<file path="config.mk">
export PLATFORM = sky130hd
export DESIGN_NAME = pulse_train_gen
export DESIGN_NICKNAME = d
export VERILOG_FILES = /design/src/rtl/pulse_gen_pkg.sv /design/src/rtl/pulse_len_cnt.sv /design/src/rtl/pulse_train_gen.sv
export SDC_FILE = /design/constraint.sdc
export NUM_CORES = 1
export LEC_CHECK = 0
export CAP_MARGIN = 10
export CORE_MARGIN = 5
export CORE_UTILIZATION = 30
export CTS_CLUSTER_DIAMETER = 100
export DETAILED_ROUTE_END_ITERATION = 10
export GPL_TIMING_DRIVEN = 0
export PLACE_DENSITY = 0.54
export SLEW_MARGIN = 20
export SYNTH_ARGS = -nofsm -noshare
export SYNTH_HDL_FRONTEND = slang
export SYNTH_SLANG_ARGS = --single-unit
</file>
<file path="constraint.sdc">
create_clock -name I_clk -period 2.4 [get_ports I_clk]
set_input_delay 0.24 -clock I_clk [delete_from_list [all_inputs] [get_ports I_clk]]
set_output_delay 0.24 -clock I_clk [all_outputs]
set_load 0.01 [all_outputs]
</file>
<file path="src/rtl/pulse_gen_pkg.sv">
// Shared definitions for the pulse train generator.
//   state_e    : FSM state encoding (IDLE, HIGH, LOW, DONE)
//   DEF_CNT_W  : default width of the high/low length fields
//   DEF_NUM_W  : default width of the pulse-count field
package pulse_gen_pkg;

   typedef enum logic [1:0] {
      ST_IDLE = 2'd0,
      ST_HIGH = 2'd1,
      ST_LOW  = 2'd2,
      ST_DONE = 2'd3
   } state_e;

   localparam int DEF_CNT_W = 16;
   localparam int DEF_NUM_W = 8;

endpackage

</file>
<file path="src/rtl/pulse_len_cnt.sv">
// Loadable down counter with a zero flag, for phase timing.
//   clk_i      : clock, rising edge
//   rst_ni     : synchronous active-low reset, clears the count
//   load_i     : load load_val_i this edge (takes priority over counting)
//   load_val_i : value to load, i.e. phase length minus one
//   zero_o     : count currently reads zero
// The count saturates at zero, so an idle counter never wraps.
module pulse_len_cnt #(
   parameter int CNT_W = 16
) (
   input  logic             clk_i,
   input  logic             rst_ni,
   input  logic             load_i,
   input  logic [CNT_W-1:0] load_val_i,
   output logic             zero_o
);

   logic [CNT_W-1:0] cnt_q, cnt_d;

   always_comb begin
      cnt_d = cnt_q;
      if (load_i) begin
         cnt_d = load_val_i;
      end else if (cnt_q != '0) begin
         cnt_d = cnt_q - CNT_W'(1);
      end
   end

   always_ff @(posedge clk_i) begin
      if (!rst_ni) begin
         cnt_q <= '0;
      end else begin
         cnt_q <= cnt_d;
      end
   end

   assign zero_o = (cnt_q == '0);

endmodule

</file>
<file path="src/rtl/pulse_train_gen.sv">
// Generates N pulses of H cycles high separated by L cycles low after a
// one-cycle start strobe; flags completion with the last falling edge.
//   I_clk       : clock, rising edge
//   I_rst_n     : synchronous active-low reset
//   I_start     : start strobe, accepted only in IDLE
//   I_stop      : synchronous abort, priority over start
//   I_highLen   : high width in cycles (0 treated as 1), sampled on start
//   I_lowLen    : low gap in cycles (0 treated as 1), sampled on start
//   I_pulseNum  : number of pulses, sampled on start
//   O_sig       : pulse train
//   O_busy      : high in HIGH, LOW and DONE
//   O_done      : one-cycle completion flag
//   O_pulseIdx  : completed pulses in the current train
//
// state | meaning
// IDLE  | waiting for start, O_sig low
// HIGH  | driving a pulse for H cycles
// LOW   | gap of L cycles between pulses
// DONE  | one cycle with O_done high, then back to IDLE
module pulse_train_gen
   import pulse_gen_pkg::*;
#(
   parameter int CNT_W = DEF_CNT_W,
   parameter int NUM_W = DEF_NUM_W
) (
   input  logic             I_clk,
   input  logic             I_rst_n,
   input  logic             I_start,
   input  logic             I_stop,
   input  logic [CNT_W-1:0] I_highLen,
   input  logic [CNT_W-1:0] I_lowLen,
   input  logic [NUM_W-1:0] I_pulseNum,
   output logic             O_sig,
   output logic             O_busy,
   output logic             O_done,
   output logic [NUM_W-1:0] O_pulseIdx
);

   state_e           state_q, state_d;
   logic             sig_q, sig_d;
   logic             busy_q, busy_d;
   logic             done_q, done_d;
   logic [NUM_W-1:0] idx_q, idx_d;
   logic [NUM_W-1:0] num_q, num_d;
   logic [CNT_W-1:0] high_q, high_d;
   logic [CNT_W-1:0] low_q, low_d;

   logic             cnt_load;
   logic [CNT_W-1:0] cnt_val;
   logic             cnt_zero;
   logic [CNT_W-1:0] start_high;
   logic [CNT_W-1:0] start_low;
   logic [NUM_W-1:0] idx_inc;

   assign start_high = (I_highLen == '0) ? CNT_W'(1) : I_highLen;
   assign start_low  = (I_lowLen  == '0) ? CNT_W'(1) : I_lowLen;
   assign idx_inc    = idx_q + NUM_W'(1);

   pulse_len_cnt #(.CNT_W(CNT_W)) u_len_cnt (
      .clk_i      (I_clk),
      .rst_ni     (I_rst_n),
      .load_i     (cnt_load),
      .load_val_i (cnt_val),
      .zero_o     (cnt_zero)
   );

   always_comb begin
      state_d  = state_q;
      sig_d    = sig_q;
      busy_d   = busy_q;
      done_d   = 1'b0;
      idx_d    = idx_q;
      num_d    = num_q;
      high_d   = high_q;
      low_d    = low_q;
      cnt_load = 1'b0;
      cnt_val  = high_q - CNT_W'(1);

      if (I_stop) begin
         state_d = ST_IDLE;
         sig_d   = 1'b0;
         busy_d  = 1'b0;
      end else begin
         case (state_q)
            ST_IDLE: begin
               sig_d  = 1'b0;
               busy_d = 1'b0;
               if (I_start) begin
                  high_d = start_high;
                  low_d  = start_low;
                  num_d  = I_pulseNum;
                  idx_d  = '0;
                  busy_d = 1'b1;
                  if (I_pulseNum == '0) begin
                     state_d = ST_DONE;
                     done_d  = 1'b1;
                  end else begin
                     state_d  = ST_HIGH;
                     sig_d    = 1'b1;
                     cnt_load = 1'b1;
                     cnt_val  = start_high - CNT_W'(1);
                  end
               end
            end
            ST_HIGH: begin
               if (cnt_zero) begin
                  idx_d = idx_inc;
                  sig_d = 1'b0;
                  if (idx_inc == num_q) begin
                     state_d = ST_DONE;
                     done_d  = 1'b1;
                  end else begin
                     state_d  = ST_LOW;
                     cnt_load = 1'b1;
                     cnt_val  = low_q - CNT_W'(1);
                  end
               end
            end
            ST_LOW: begin
               if (cnt_zero) begin
                  state_d  = ST_HIGH;
                  sig_d    = 1'b1;
                  cnt_load = 1'b1;
                  cnt_val  = high_q - CNT_W'(1);
               end
            end
            ST_DONE: begin
               state_d = ST_IDLE;
               busy_d  = 1'b0;
            end
            default: begin
               state_d = ST_IDLE;
               sig_d   = 1'b0;
               busy_d  = 1'b0;
            end
         endcase
      end
   end

   always_ff @(posedge I_clk) begin
      if (!I_rst_n) begin
         state_q <= ST_IDLE;
         sig_q   <= 1'b0;
         busy_q  <= 1'b0;
         done_q  <= 1'b0;
         idx_q   <= '0;
         num_q   <= '0;
         high_q  <= '0;
         low_q   <= '0;
      end else begin
         state_q <= state_d;
         sig_q   <= sig_d;
         busy_q  <= busy_d;
         done_q  <= done_d;
         idx_q   <= idx_d;
         num_q   <= num_d;
         high_q  <= high_d;
         low_q   <= low_d;
      end
   end

   assign O_sig      = sig_q;
   assign O_busy     = busy_q;
   assign O_done     = done_q;
   assign O_pulseIdx = idx_q;

endmodule

</file>
==> flow_results.org <==
** Run status
- Run status :: finished with violations
- The final reports fail on design-rule violations, negative setup slack.

** Timing
- Adding up every negative setup slack in the final design gives -3.00 ns.
- Across the routed clock network, the largest skew measured is around 0.0066 ns.
- Final Hold Violating Endpoints :: 0
- Final setup violation count :: 24
- At the pin with the least slew margin, the transition time is 0.779 ns.
- Setup repair after global routing missed its margin :: yes
- Worst slew margin :: between 40% and 50%
- Post-layout worst setup margin :: -0.223 ns
- After layout, the worst path uses 109% of the clock period.
- The number of pins exceeding their max-slew limit in the final report came to 0.
- For this run, the top clock speed supported by timing is 381 MHz.
- Final Critical Period :: 2.62 ns

** Clock network
- CTS H-tree depth :: 3
- CTS saw 69 sinks.
- The number of clock buffers added by TritonCTS is 9.
- The longest clock path from root to sink contains 2 buffers.
- The tree is rooted in a sky130_fd_sc_hd__clkbuf_16.
- Buffers inserted to repair hold after CTS numbered 0.
- Clock tree from TritonCTS :: yes
- After clock tree synthesis, the clock-pin slew on the worst setup and hold paths is 0.06 ns.
- Clock latency on the worst-skew pair :: 0.33 ns

** Drt
- Total Wirelength :: approximately 15 mm
- In this run the remaining antenna-violating nets after routing total 0.
- The first routing iteration left 282 violations.
- After detailed routing, the number of vias per cell comes to 5.26.
- Detail-routed net length per standard cell :: 17.0 um
- Remaining design rule violation count :: 1
- DRT Pass-1 Iters :: 7
- Total via count in the routed design :: between 4,000 and 5,000

** GRT
- Summed over all layers, the global routing overflow is 0.
- Maximum number of pins on one net before global-route repair :: 13
- The initial antenna violation count is 0.
- Aggregate global-route resource usage :: 16.6%
- The number of global-route vias before repair was approximately 4,700.
- First-pass GRT wire length :: between 20 and 25 mm

** Cells and area
- The number of antenna diodes in the final layout is 0.
- At the end of the flow the core is filled with cells to 42.3%.
- Area growth from synthesis to layout :: 38.3%
- Share of final-layout standard cells stronger than drive strength 1 :: 17.3%
- Most used cells in the layout excluding fill and tap cells :: sky130_fd_sc_hd__nand2_1 (128), sky130_fd_sc_hd__dfxtp_1 (63), sky130_fd_sc_hd__a21oi_1 (55)
- Nets@finish :: 744
- Leaving out fill and tap cells, the most frequent cell in the layout is sky130_fd_sc_hd__nand2_1.

** Floorplan
- Die W :: 132 um
- In this run the standard cell core region covers 0.0145 mm^2.
- Pin placement for this block handled 55 I/O pins.
- The die covers ~0.017 mm^2.
- Measured along the y axis, the die boundary spans roughly 130 um.
- Initial standard-cell utilization of the core :: 30.6%
- Count of standard-cell rows :: 44

** Logic synthesis
- Of all cell types, the one taking the most synthesized area is sky130_fd_sc_hd__dfxtp_1.
- Sorting the synthesized cells by area gives the leading types as sky130_fd_sc_hd__dfxtp_1 (31%), sky130_fd_sc_hd__nand2_1 (11%), sky130_fd_sc_hd__xnor2_1 (7.9%).
- Area share of fa/ha/maj cells after synthesis :: 2.81%
- Number of warnings issued by yosys :: 0
- Fraction of synthesized area in multiplexers :: under 10%
- Sequential share of the synthesized area :: between 30% and 40%
- The number of nets handed over by synthesis was 653.
- Average footprint of a synthesized cell :: 7.42 um^2
- By area, the combinational part of the netlist is dominated by simple AND/OR/NAND/NOR gates.
- Yosys reg bits :: 69
- Count of unique library cells instantiated by Yosys :: between 50 and 60
- Syn Std Cell Area :: 0.00445 mm^2
- Yosys mapped a number of flops with a built-in enable equal to 0.
- Post-synthesis simple-gate area fraction :: 28.3%
- Synthesized-area fraction occupied by ao, oa, aoi and oai cells :: 21.5%
- After technology mapping, the gate count stands at ~600.
- Share of flip-flops with an asynchronous set or reset after synthesis :: 0%
- Share of the synthesized netlist area taken by xor and xnor gates :: between 10% and 20%
- Primary FF master, synth :: sky130_fd_sc_hd__dfxtp_1
- The top cell type by area accounts for 31.1% of the synthesized area.

** Critical path
- Highest net fanout along the worst path :: 6
- Most used cell, CP :: sky130_fd_sc_hd__or3_4
- Among cell families on the critical path, the largest total delay comes from simple AND/OR/NAND/NOR gates.
- Traced cell by cell, the critical path runs through or4_4, nand2b_4, or3_4, a2111oi_4, nand2_2, or3_4, a21oi_2.
- The largest individual stage delay along the critical path comes from the cell sky130_fd_sc_hd__or4_4.
- Nature of the critical path endpoint :: register
- Delay of the slowest cell on the worst path :: 0.52 ns
- The setup path with the least slack is of type register to register.
- At the worst endpoint, the arrival time is between 2 and 3 ns.
- For the worst setup path, the data required time is 2.66 ns.
- The number of buffers and inverters on the critical path is 0.
- Launching element type of the critical path :: register

** Power
- Sequential cells account for 31.6% of the total power.
- For this design the static power due to leakage is 0.00215 uW.
- Per report_power, the combinational group accounts for 37.0% of the total.
- In this run, the clock network consumes 31.4% of the power.
- Max VDD drop :: 0.000353 V
- Int Pwr :: around 3000 uW
- Switching power :: 1570 uW
- Power density over cell area :: 745 mW/mm^2
- Net switching is 34.3% of the power.

** Flow run
- # Max-Cap Violations :: 0

** Placed design
- Final HPWL DP :: 10.9 mm
- In this run the tool buffered the top-level ports with 54 buffer cells.
- Placer congestion estimate :: just over 0.9

** Worst hold path
- In this run the worst hold path is classified as primary input to register.
==> worst reg2reg max path: cells and delay by family, from the launching register on <==
family	cells	cell delay, ns
compound gates	2	0.52
flops	1	0.35
simple gates	5	1.69
==> layer usage <==
metal / global-route usage (%) / vias up / share of wire, %
met5: 0 / - / 0
met4: 7.09 / 0 / 2.9
met3: 1.79 / 30 / 3.2
met2: 26.9 / 112 / 46
met1: 22.5 / 2164 / 47
li1: - / 2319 / -
==> path summary, 6_finish.rpt <==
check,startpoint,end,slack (ns),cells past startpoint
max,u_len_cnt.cnt_q[7]$_SDFFE_PN0P_,O_pulseIdx[6]$_SDFFE_PN0P_,-0.22,7
min reg2reg,low_q[15]$_SDFFE_PN0P_,low_q[15]$_SDFFE_PN0P_,0.47,2
min,I_highLen[4],high_q[4]$_SDFFE_PN0P_,0.38,3
max reg2reg,u_len_cnt.cnt_q[7]$_SDFFE_PN0P_,O_pulseIdx[6]$_SDFFE_PN0P_,-0.22,7
==> repair_timing <==
action,in CTS,in global routing
gates resized for setup,80,24
pin swaps,12,12
buffers inserted,24,0
gates cloned,4,1
endpoints found under the setup margin,24,39
==> synthesized netlist by cell type, types with 4 or more instances <==
| cell | count |
|---|---|
| sky130_fd_sc_hd__a211oi_1 | 8 |
| sky130_fd_sc_hd__a21oi_1 | 62 |
| sky130_fd_sc_hd__a31oi_1 | 4 |
| sky130_fd_sc_hd__buf_2 | 5 |
| sky130_fd_sc_hd__clkbuf_1 | 23 |
| sky130_fd_sc_hd__dfxtp_1 | 69 |
| sky130_fd_sc_hd__ha_1 | 10 |
| sky130_fd_sc_hd__inv_1 | 15 |
| sky130_fd_sc_hd__nand2_1 | 128 |
| sky130_fd_sc_hd__nand2b_1 | 6 |
| sky130_fd_sc_hd__nand3_1 | 8 |
| sky130_fd_sc_hd__nor2_1 | 40 |
| sky130_fd_sc_hd__nor2b_1 | 6 |
| sky130_fd_sc_hd__nor3_1 | 21 |
| sky130_fd_sc_hd__nor4_1 | 17 |
| sky130_fd_sc_hd__o21a_1 | 6 |
| sky130_fd_sc_hd__o21ai_0 | 27 |
| sky130_fd_sc_hd__o221ai_1 | 7 |
| sky130_fd_sc_hd__o311a_1 | 7 |
| sky130_fd_sc_hd__o31a_1 | 5 |
| sky130_fd_sc_hd__or2_2 | 4 |
| sky130_fd_sc_hd__or3_1 | 12 |
| sky130_fd_sc_hd__or4_1 | 6 |
| sky130_fd_sc_hd__xnor2_1 | 40 |
| sky130_fd_sc_hd__xor2_1 | 17 |
==> flip-flops by register name, summed over array words and instances (netlist names) <==
| name | cells |
|---|---|
| u_len_cnt.cnt_q | 16 |
| O_done | 1 |
| high_q | 16 |
| O_sig | 1 |
| O_pulseIdx | 8 |
| num_q | 8 |
| low_q | 16 |
| O_busy | 1 |
| state_q | 2 |
==> kinds of logic (layout without fill, tap and decap cells) <==
logic type,after synthesis,after routing
AOI/OAI and AO/OA,148,148
xor gates and xnor gates,57,57
adders and majority gates,10,10
buffers and inverters,44,140
DFF,69,69
muxes,5,5
and+or+nand+nor,266,266
==> area by class of cell <==
type | instances | area (um^2)
plain buffers | 25 | 164
clock buffers | 10 | 229
clock inverters | 6 | 87.6
fillers | 1547 | 8390
inverters | 16 | 60.1
multi-input cells | 486 | 3200
flip-flops and latches | 69 | 1400
well taps | 184 | 230
repair buffers | 83 | 782
==> per-stage QoR <==
step	setup WS [ns]	power (uW)	area [um^2]	hold WS, ns	instances
2_1_floorplan	-0.00532	2430	4510	0.376	599
3_3_place_gp	-0.985	2790	5290	0.460	837
3_5_place_dp	-1.04	2810	5290	0.464	837
4_1_cts	-0.182	4490	6050	0.365	880
5_1_grt	-0.279	4840	6150	0.392	879
6_report	-0.223	4580	6150	0.376	879
==> power groups by stage <==
| stage | Combinational, uW | Clock, uW | Sequential (uW) |
|---|---|---|---|
| finish | 1700 | 1440 | 1450 |
| global route | 1860 | 1510 | 1460 |
| CTS | 1600 | 1450 | 1440 |
| detailed placement | 1360 | 0 | 1450 |
| global placement | 1350 | 0 | 1450 |
| floorplan | 1020 | 0 | 1420 |
(Power assumes the default switching activity.)
